==> src/rtl/arcade_input_ctrl.sv <==
// arcade_input_ctrl: merges PS/2 key events and per-player joystick words into
// registered active-high direction/button/start/coin signals, with screen
// rotation remap and serialised, fixed-width coin pulses.
// Optional feature macro: ARCADE_INPUT_SOCD_EN (cancels opposing directions).
module arcade_input_ctrl #(
    parameter int          PLAYERS    = 2,
    parameter int          NBTN       = 2,
    parameter logic [15:0] COIN_PULSE = 16'd50000,
    parameter logic [15:0] COIN_GAP   = 16'd50000
) (
    input  logic                     clk_sys,
    input  logic                     reset,
    input  logic [64:0]              ps2_key,
    input  logic [16*PLAYERS-1:0]    joy_in,
    input  logic [1:0]               rotate,
    input  logic                     merge,
    output logic [4*PLAYERS-1:0]     dir,
    output logic [NBTN*PLAYERS-1:0]  btn,
    output logic [PLAYERS-1:0]       start,
    output logic [PLAYERS-1:0]       coin,
    output logic                     busy
);

    typedef enum logic [1:0] {S_IDLE, S_PULSE, S_GAP} state_t;

    // Key state per player; only players 0 and 1 have keys, the rest stay 0.
    logic [3:0][3:0]          r_kdir;
    logic [3:0][3:0]          r_kbtn;
    logic [3:0]               r_kstart;
    logic [3:0]               r_kcoin;
    logic                     r_toggle;

    logic [PLAYERS-1:0]       r_craw;
    logic [PLAYERS-1:0]       r_craw_d;
    logic [PLAYERS-1:0]       r_pend;
    state_t                   r_state;
    logic [15:0]              r_cnt;

    logic                     w_key_evt;
    logic                     w_ext;
    logic                     w_pressed;
    logic [15:0]              w_joy_or;
    logic [PLAYERS-1:0][15:0] w_pj;
    logic [9:0]               w_kb_pad;
    logic [4*PLAYERS-1:0]     w_dir;
    logic [NBTN*PLAYERS-1:0]  w_btn;
    logic [PLAYERS-1:0]       w_start;
    logic [PLAYERS-1:0]       w_craw;
    logic [PLAYERS-1:0]       w_pick;
    logic                     w_unused;

    assign w_key_evt = (ps2_key[64] != r_toggle) && (ps2_key[63:24] == 40'd0);
    assign w_ext     = (ps2_key[15:8] == 8'hE0) || (ps2_key[23:16] == 8'hE0);
    assign w_pressed = (ps2_key[15:8] != 8'hF0);
    assign busy      = (r_state != S_IDLE) || (|r_pend);
    assign w_unused  = ^{w_pj, r_kbtn, r_kdir, r_kstart, r_kcoin, w_kb_pad};

    // {up,down,left,right} remap for screen rotation.
    function automatic logic [3:0] f_rot(input logic [3:0] d, input logic [1:0] r);
        case (r)
            2'd1:    f_rot = {d[1], d[0], d[2], d[3]};
            2'd2:    f_rot = {d[2], d[3], d[0], d[1]};
            2'd3:    f_rot = {d[0], d[1], d[3], d[2]};
            default: f_rot = d;
        endcase
    endfunction

    function automatic logic [3:0] f_socd(input logic [3:0] d);
`ifdef ARCADE_INPUT_SOCD_EN
        logic [3:0] o;
        o = d;
        if (d[3] && d[2]) o[3:2] = 2'b00;
        if (d[1] && d[0]) o[1:0] = 2'b00;
        f_socd = o;
`else
        f_socd = d;
`endif
    endfunction

    // Key event decode into the per-key pressed state; toggle copy always tracks input.
    always_ff @(posedge clk_sys) begin
        r_toggle <= ps2_key[64];
        if (reset) begin
            r_kdir   <= '0;
            r_kbtn   <= '0;
            r_kstart <= '0;
            r_kcoin  <= '0;
        end else if (w_key_evt) begin
            if (w_ext) begin
                case (ps2_key[7:0])
                    8'h75:   r_kdir[0][3] <= w_pressed;
                    8'h72:   r_kdir[0][2] <= w_pressed;
                    8'h6B:   r_kdir[0][1] <= w_pressed;
                    8'h74:   r_kdir[0][0] <= w_pressed;
                    default: ;
                endcase
            end else begin
                case (ps2_key[7:0])
                    8'h14:   r_kbtn[0][0] <= w_pressed;
                    8'h11:   r_kbtn[0][1] <= w_pressed;
                    8'h29:   r_kbtn[0][2] <= w_pressed;
                    8'h12:   r_kbtn[0][3] <= w_pressed;
                    8'h16:   r_kstart[0]  <= w_pressed;
                    8'h2E:   r_kcoin[0]   <= w_pressed;
                    8'h2D:   r_kdir[1][3] <= w_pressed;
                    8'h2B:   r_kdir[1][2] <= w_pressed;
                    8'h23:   r_kdir[1][1] <= w_pressed;
                    8'h34:   r_kdir[1][0] <= w_pressed;
                    8'h1C:   r_kbtn[1][0] <= w_pressed;
                    8'h1B:   r_kbtn[1][1] <= w_pressed;
                    8'h1E:   r_kstart[1]  <= w_pressed;
                    8'h36:   r_kcoin[1]   <= w_pressed;
                    default: ;
                endcase
            end
        end
    end

    // Combine keys with joystick words, apply merge, rotation and SOCD.
    always_comb begin
        w_joy_or = '0;
        w_pj     = '0;
        w_kb_pad = '0;
        w_dir    = '0;
        w_btn    = '0;
        w_start  = '0;
        w_craw   = '0;
        for (int p = 0; p < PLAYERS; p++) begin
            w_joy_or = w_joy_or | joy_in[16*p +: 16];
        end
        for (int p = 0; p < PLAYERS; p++) begin
            if (!merge)      w_pj[p] = joy_in[16*p +: 16];
            else if (p == 0) w_pj[p] = w_joy_or;
            else             w_pj[p] = '0;
            w_kb_pad = {6'd0, r_kbtn[p]};
            w_dir[4*p +: 4] = f_socd(f_rot(w_pj[p][3:0] | r_kdir[p], rotate));
            for (int i = 0; i < NBTN; i++) begin
                w_btn[NBTN*p + i] = w_pj[p][4+i] | w_kb_pad[i];
            end
            w_start[p] = w_pj[p][4+NBTN] | r_kstart[p];
            w_craw[p]  = w_pj[p][5+NBTN] | r_kcoin[p];
        end
    end

    // Lowest-index pending coin request.
    always_comb begin
        w_pick = '0;
        for (int p = PLAYERS - 1; p >= 0; p--) begin
            if (r_pend[p]) begin
                w_pick    = '0;
                w_pick[p] = 1'b1;
            end
        end
    end

    // Registered player outputs.
    always_ff @(posedge clk_sys) begin
        if (reset) begin
            dir   <= '0;
            btn   <= '0;
            start <= '0;
        end else begin
            dir   <= w_dir;
            btn   <= w_btn;
            start <= w_start;
        end
    end

    // Coin edge capture and pulse/gap serialiser; a new edge wins over the IDLE clear.
    always_ff @(posedge clk_sys) begin
        if (reset) begin
            r_craw   <= '0;
            r_craw_d <= '0;
            r_pend   <= '0;
            r_state  <= S_IDLE;
            r_cnt    <= '0;
            coin     <= '0;
        end else begin
            r_craw   <= w_craw;
            r_craw_d <= r_craw;
            if (r_state == S_IDLE) r_pend <= (r_pend & ~w_pick) | (r_craw & ~r_craw_d);
            else                   r_pend <= r_pend | (r_craw & ~r_craw_d);
            case (r_state)
                S_IDLE: begin
                    if (|r_pend) begin
                        coin    <= w_pick;
                        r_cnt   <= COIN_PULSE - 16'd1;
                        r_state <= S_PULSE;
                    end
                end
                S_PULSE: begin
                    if (r_cnt == 16'd0) begin
                        coin    <= '0;
                        r_cnt   <= COIN_GAP - 16'd1;
                        r_state <= S_GAP;
                    end else begin
                        r_cnt <= r_cnt - 16'd1;
                    end
                end
                S_GAP: begin
                    coin <= '0;
                    if (r_cnt == 16'd0) r_state <= S_IDLE;
                    else                r_cnt   <= r_cnt - 16'd1;
                end
                default: begin
                    coin    <= '0;
                    r_state <= S_IDLE;
                end
            endcase
        end
    end

endmodule

==> config.mk <==
export PLATFORM = sky130hd
export DESIGN_NAME = arcade_input_ctrl
export DESIGN_NICKNAME = d
export VERILOG_FILES = /design/src/rtl/arcade_input_ctrl.sv
export SDC_FILE = /design/constraint.sdc
export NUM_CORES = 1
export LEC_CHECK = 0
export BUFFER_PORTS_ARGS = -buffer_cell sky130_fd_sc_hd__buf_2
export CAP_MARGIN = 30
export CORE_MARGIN = 1.5
export CORE_UTILIZATION = 35
export CTS_CLUSTER_SIZE = 28
export DETAILED_ROUTE_END_ITERATION = 16
export SLEW_MARGIN = 20
export SYNTH_ARGS = -nofsm -noshare
export SYNTH_HDL_FRONTEND = slang
export SYNTH_SLANG_ARGS = --single-unit
==> constraint.sdc <==
create_clock -name clk_sys -period 2.5 [get_ports clk_sys]
set_clock_uncertainty 0.1 [all_clocks]
set_input_delay 0.75 -clock clk_sys [delete_from_list [all_inputs] [get_ports clk_sys]]
set_output_delay 0.75 -clock clk_sys [all_outputs]
set_load 0.01 [all_outputs]
==> impl_metrics.ini, run 1 <==
[finish]
area_growth_pct = 31.8
diodes = 0
layout-drive-gt1-share = 0.308
fin_cells = 588
final_nets = 586

[routing]
totalWireLength_mm = 7.81
vias = 3106
drc = 0
ant_nets = 0
drtPass1Iterations = 4
viasPerCell = 5.28
wire_per_inst_microns = 13.3
drt-initial-drc-count = 100

[synthesis]
netlist_instances = 356
ys_seq_area_frac = 0.377
avgSynthCellArea_sq_um = 8.51
synthesis.nets = 464
yosysUniqueCellTypes = 49
ys_ff_latch = 57
ys_warn_count = 0
synth_area_sq_mm = 0.00303

[placement]
gp_congestion = 0.822
io_buffers = 102
place_inst = 570
place_hpwl_mm = 6.09

[sta]
fmax_mhz = 425
finalCriticalPeriod_ps = 2350
setup_violations = 0
finalCritPeriodShare = 0.941
slew_headroom = 0.521
finalHoldViolations = 0
grt_setup_unrepaired = false
slew_violations = 0
finalSetupTns_ps = 0
worst_pin_slew_ps = 712

[global_routing]
grt_pass1_wl_mm = 13.1
track_usage = 0.182
overflow = 0
grt_max_degree = 17
first_global_vias = 3014
antenna_found_initial = 0

[clocking]
clk_pin_slew_worst_paths_ps = 70
cts_sinks = 57
cts_inserted_buffers = 9
cts_buffer_depth = 2
cts_tree = built
root_buffer = clkbuf_8
cts.htree.levels = 3
clk_latency_ps = 340

[worst_setup_path]
cp.required_ps = 2630
critical_path_class = reg2reg
startpoint_type = flop
crit_fanout = 6
critPathArrivalTime_ps = 2480
endpoint_kind = flop

[power]
power_density_mw_per_mm2 = 812
leakage_nw = 1.81
vdd_ir_drop_max_uv = 351

[worst_hold_path]
hold_class = reg2reg

[die]
io_pins = 119
start_util = 0.365
design.core.area_sq_mm = 0.00830
dieWidth_microns = 96.0
rows = 33
die_area_sq_mm = 0.00922
die_h_microns = 96.0

[job]
maxCapViolations = 0

[run_status]
outcome = complete, no violations
-- layout by cell type (no fill, tap or decap), types with 4 or more instances in the layout --
cell / synthesis / final
buf_2: 0 / 102
dfxtp_1: 57 / 57
mux2i_1: 37 / 37
nor2_1: 34 / 34
nand2_1: 33 / 33
buf_4: 0 / 20
nand4_1: 19 / 19
a21oi_1: 18 / 18
nor4_1: 17 / 17
nor3_1: 16 / 16
o21ai_0: 14 / 14
a211oi_1: 12 / 12
clkbuf_8: 0 / 10
inv_1: 9 / 9
nand2b_1: 8 / 8
nor2b_1: 6 / 6
nand3_1: 6 / 6
ha_1: 6 / 6
nor3b_1: 6 / 4
-- critical path: stages, from the launching register on --
cell	delay [ps]
dfxtp_1	370
inv_1	100
ha_1	210
nor4b_2	160
and4_2	290
a21boi_0	600
a21oi_1	150
o221a_2	280
-- layout make-up --
type                       instances  area [sq um]
clock buffer                      11           141
fill                             821          4310
clock inverter                     5          55.1
tap                              105           131
multi-input combinational        279          1830
timing repair buffer             122           661
sequential                        57          1140
inverter                           9          33.8
-- flip-flops by register name, summed over array words and instances, names as in the netlist, 4 cells and up --
name and cells:
btn 4, dir 8, r_cnt 16, r_kbtn 4, r_kdir 8
-- through the flow --
stage	setup slack, ps	util	cell area [sq um]	total power [mW]	hold slack, ps
2_1_floorplan	232	-	3030	1.94	330
3_3_place_gp	-36.7	0.453	3760	2.31	343
3_5_place_dp	2.46	0.453	3760	2.32	356
4_1_cts	24.5	0.477	3960	3.21	361
5_1_grt	47.7	0.481	3990	3.46	383
6_report	148	0.481	3990	3.24	364
-- cells in the mapped netlist (all sizes together) --
cell type  instances  area share
and2               2      0.0041
o21ai             15       0.025
nor3              16       0.026
a21o               2      0.0050
o221a              1      0.0037
nand2b             8       0.017
a31oi              2      0.0041
nand3              7       0.013
xor2               2      0.0058
dfxtp             57        0.38
and4               2      0.0062
nor2b              6       0.012
o21a               3      0.0074
o2111ai            1      0.0029
nor4b              1      0.0029
ha                 6       0.025
and3               1      0.0021
a21boi             3      0.0074
nor2              34       0.042
nand4             19       0.039
clkbuf             8      0.0099
inv                9       0.011
a31o               2      0.0058
nor4              18       0.042
nand4b             3      0.0087
nand2             33       0.041
xnor2              1      0.0029
a2bb2oi            1      0.0029
nand3b             2      0.0050
or3                3      0.0062
buf                3      0.0062
or4                2      0.0054
mux2i             37        0.12
a211oi            12       0.030
a311oi             1      0.0029
o2bb2ai            1      0.0029
a2111oi            1      0.0033
or2                2      0.0041
o211a              3      0.0099
nor3b              6       0.015
o31ai              1      0.0025
a21oi             18       0.030
o221ai             1      0.0029
-- report_power, final --
part	total [mW]	switching [mW]	internal, mW
registers	1.17	0.139	1.03
logic	1.21	0.667	0.542
clock network	0.865	0.381	0.484
total	3.24	1.19	2.05
-- routing by layer --
layer / wire [microns] / global-route usage
met1: 3510 / 0.215
met2: 3770 / 0.313
met3: 424 / 0.0608
met4: 112 / 0.0515
met5: 0 / 0
-- worst paths after layout --
path | end | from | slack (ps) | cells after the start
setup / recovery | r_cnt[9] | r_cnt[0] | 150 | 7
hold / removal | r_kbtn[1] | r_kbtn[1] | 360 | 2
setup reg to reg | r_cnt[9] | r_cnt[0] | 150 | 7
hold reg to reg | r_kbtn[1] | r_kbtn[1] | 360 | 2
-- kinds of logic after synthesis --
logic type               Yosys count  synth area share
AO/OA/AOI/OAI                     68             0.148
XOR/XNOR                           3           0.00868
adder cells (fa/ha/maj)            6            0.0248
buffers and inverters             20            0.0273
flip-flops                        57             0.377
multiplexers                      37             0.122
AND/OR/NAND/NOR                  165             0.292
-- what timing repair did --
action	4_1_cts	5_1_grt
pin swaps	0	0
endpoints found under the setup margin	1	6
setup buffers	0	2
hold buffers	0	0
gates resized for setup	1	3
(Power assumes the default switching activity.)
==> run 2: changes to the inputs <==
--- a/config.mk
+++ b/config.mk
@@ -5,6 +5,7 @@
 export SDC_FILE = /design/constraint.sdc
 export NUM_CORES = 1
 export LEC_CHECK = 0
+export ABC_AREA = 1
 export BUFFER_PORTS_ARGS = -buffer_cell sky130_fd_sc_hd__buf_2
 export CAP_MARGIN = 30
 export CORE_MARGIN = 1.5
==> impl_metrics.ini, run 2 <==
[finish]
final_nets = 795
regMostFlops = r_cnt
fin_cells = 825
final_common_cell = nor2_1
largestRegisters = r_cnt x16, dir x8, r_kdir x8
largest_reg_flops = 16
finalInstanceArea_sq_mm = 0.00441
diodes = 0
layout-drive-gt1-share = 0.199
area_growth_pct = 25.8
layout_common_cells = 145 x nor2_1, 126 x nand2_1, 102 x buf_2, 69 x inv_1, 57 x dfxtp_1

[routing]
viasPerCell = 4.77
drt-initial-drc-count = 130
totalWireLength_mm = 9.42
ant_nets = 0
wire_per_inst_microns = 11.4
drc = 0
vias = 3932
drtPass1Iterations = 4

[placement]
place_hpwl_mm = 7.49
post-place-ws_ps = 253
place_area_sq_mm = 0.00419
io_buffers = 102
place_inst = 809
gp_congestion = 1.00

[synthesis]
ys_ff_latch = 57
yosys.cell_count.top_type = nor2_1
synth_edf_count = 0
synth_commonest_cells = 145 x nor2_1, 126 x nand2_1, 69 x inv_1
synthSimpleGateAreaFrac = 0.425
synth-compound-area-share = 0.127
synth_adder_area_share = 0.0214
synthMuxAreaShare = 0
synth_xor_area_frac = 0.00998
ys_seq_area_frac = 0.325
avgSynthCellArea_sq_um = 6.05
yosysUniqueCellTypes = 38
ys_warn_count = 0
synthFlopType = dfxtp_1
synthesis.nets = 688
yosysTopAreaCell = dfxtp_1
synth_top_family_by_area = simple AND/OR/NAND/NOR gates
yosysTopAreaCellShare = 0.325
synth_area_sq_mm = 0.00351
async_reset_ff_frac = 0
synthTopCellsByArea = dfxtp_1 33%, nor2_1 16%, nand2_1 13%, inv_1 7.4%, a21oi_1 5.1%
netlist_instances = 580

[global_routing]
grt_pass1_wl_mm = 15.4
grt_max_degree = 25
track_usage = 0.182
first_global_vias = 3513
antenna_found_initial = 0
overflow = 0

[power]
clockPowerShare = 0.273
pwr-share-comb = 0.409
power_density_mw_per_mm2 = 806
intPower_mw = 2.15
leakage_nw = 2.12
power_switching_mw = 1.41
share_seq_of_total_power = 0.319
netSwitchingFraction = 0.397
vdd_ir_drop_max_uv = 302

[sta]
whs_ps = 319
slew_violations = 0
fmax_mhz = 428
finalHoldViolations = 0
setup_violations = 0
finalSetupTns_ps = 0
finalCritPeriodShare = 0.934
slew_headroom = 0.687
finalCriticalPeriod_ps = 2330
grt_setup_unrepaired = false
worst_pin_slew_ps = 467
worst_slack_ps = 166

[die]
dieWidth_microns = 103
rows = 36
design.core.area_sq_mm = 0.00973
die_area_sq_mm = 0.0106
die_h_microns = 103
start_util = 0.361
io_pins = 119

[clocking]
cts_resized = 0
clk_latency_ps = 330
root_buffer = clkbuf_8
cts.htree.levels = 3
postCtsHoldBufs = 0
cts_buffer_depth = 2
cts_sinks = 57
cts_inserted_buffers = 9
clk_pin_slew_worst_paths_ps = 70
postCtsSetupRepairBufs = 0
cts_tree = built

[job]
maxCapViolations = 0

[worst_setup_path]
critical_path_class = reg2out
cp.required_ps = 1650
crit_fanout = 4
startpoint_type = flop
rrSetupSlack_ps = 400
critPathArrivalTime_ps = 1480
endpoint_kind = output port

[worst_hold_path]
hold_class = reg2reg

[run_status]
outcome = complete, no violations
==> run 2: changes by cell type in the layout (fill, tap and decap cells not counted), sizes merged, moves of 18 or more <==
| cell | change |
|---|---|
| nor2 | +116 |
| nand2 | +96 |
| inv | +61 |
| mux2i | -37 |
| nand3 | +31 |
| a21oi | +18 |
==> run 2: final cells by class <==
class                   instances  area, sq um
repair buffers                107          561
fillers                      1038         5320
flip-flops and latches         57         1140
inverters                      71          269
clock inverters                 5         77.6
clock buffers                  11          151
well taps                     133          166
multi-input cells             441         2050
==> run 2: critical path, stage by stage, from the launching register on <==
cell and delay, ps:
dfxtp_1 330, inv_1 100, ha_1 230, nand2_1 100, nor2_1 160, inv_1 90, buf_2 150
==> run 2: cells by family after synthesis <==
| family | Yosys count |
|---|---|
| and+or+nand+nor | 350 |
| buffers and inverters | 82 |
| AOI/OAI and AO/OA | 81 |
| DFF | 57 |
| adders and majority gates | 6 |
| xor gates and xnor gates | 4 |
==> run 2: layer usage <==
layer,vias up,part of all wire,GRT usage
li1,2069,-,-
met1,1751,0.44,0.222
met2,101,0.50,0.325
met3,11,0.048,0.0400
met4,0,0.014,0.0468
met5,-,0,0
==> run 2: final timing paths <==
check	startpoint	endpoint	cells past startpoint
worst max register to register	r_state[0]	r_cnt[6]	10
worst max-delay path	r_state[0]	busy	6
worst min register to register	r_craw_d[0]	r_pend[0]	1
worst min-delay path	r_craw_d[0]	r_pend[0]	1
==> run 2: stage by stage <==
| step | utilization | total power [mW] |
|---|---|---|
| 6_report | 0.454 | 3.56 |
| 5_1_grt | 0.454 | 3.84 |
| 4_1_cts | 0.454 | 3.58 |
| 3_5_place_dp | 0.430 | 2.59 |
| 3_3_place_gp | 0.430 | 2.57 |
| 2_1_floorplan | - | 2.23 |
==> run 2: power by group through the flow <==
stage | combinational, mW | sequential, mW | clock, mW
floorplan | 1.09 | 1.14 | 0
finish | 1.45 | 1.13 | 0.971
detailed placement | 1.43 | 1.15 | 0
CTS | 1.44 | 1.13 | 1.00
global placement | 1.42 | 1.15 | 0
global route | 1.65 | 1.15 | 1.04
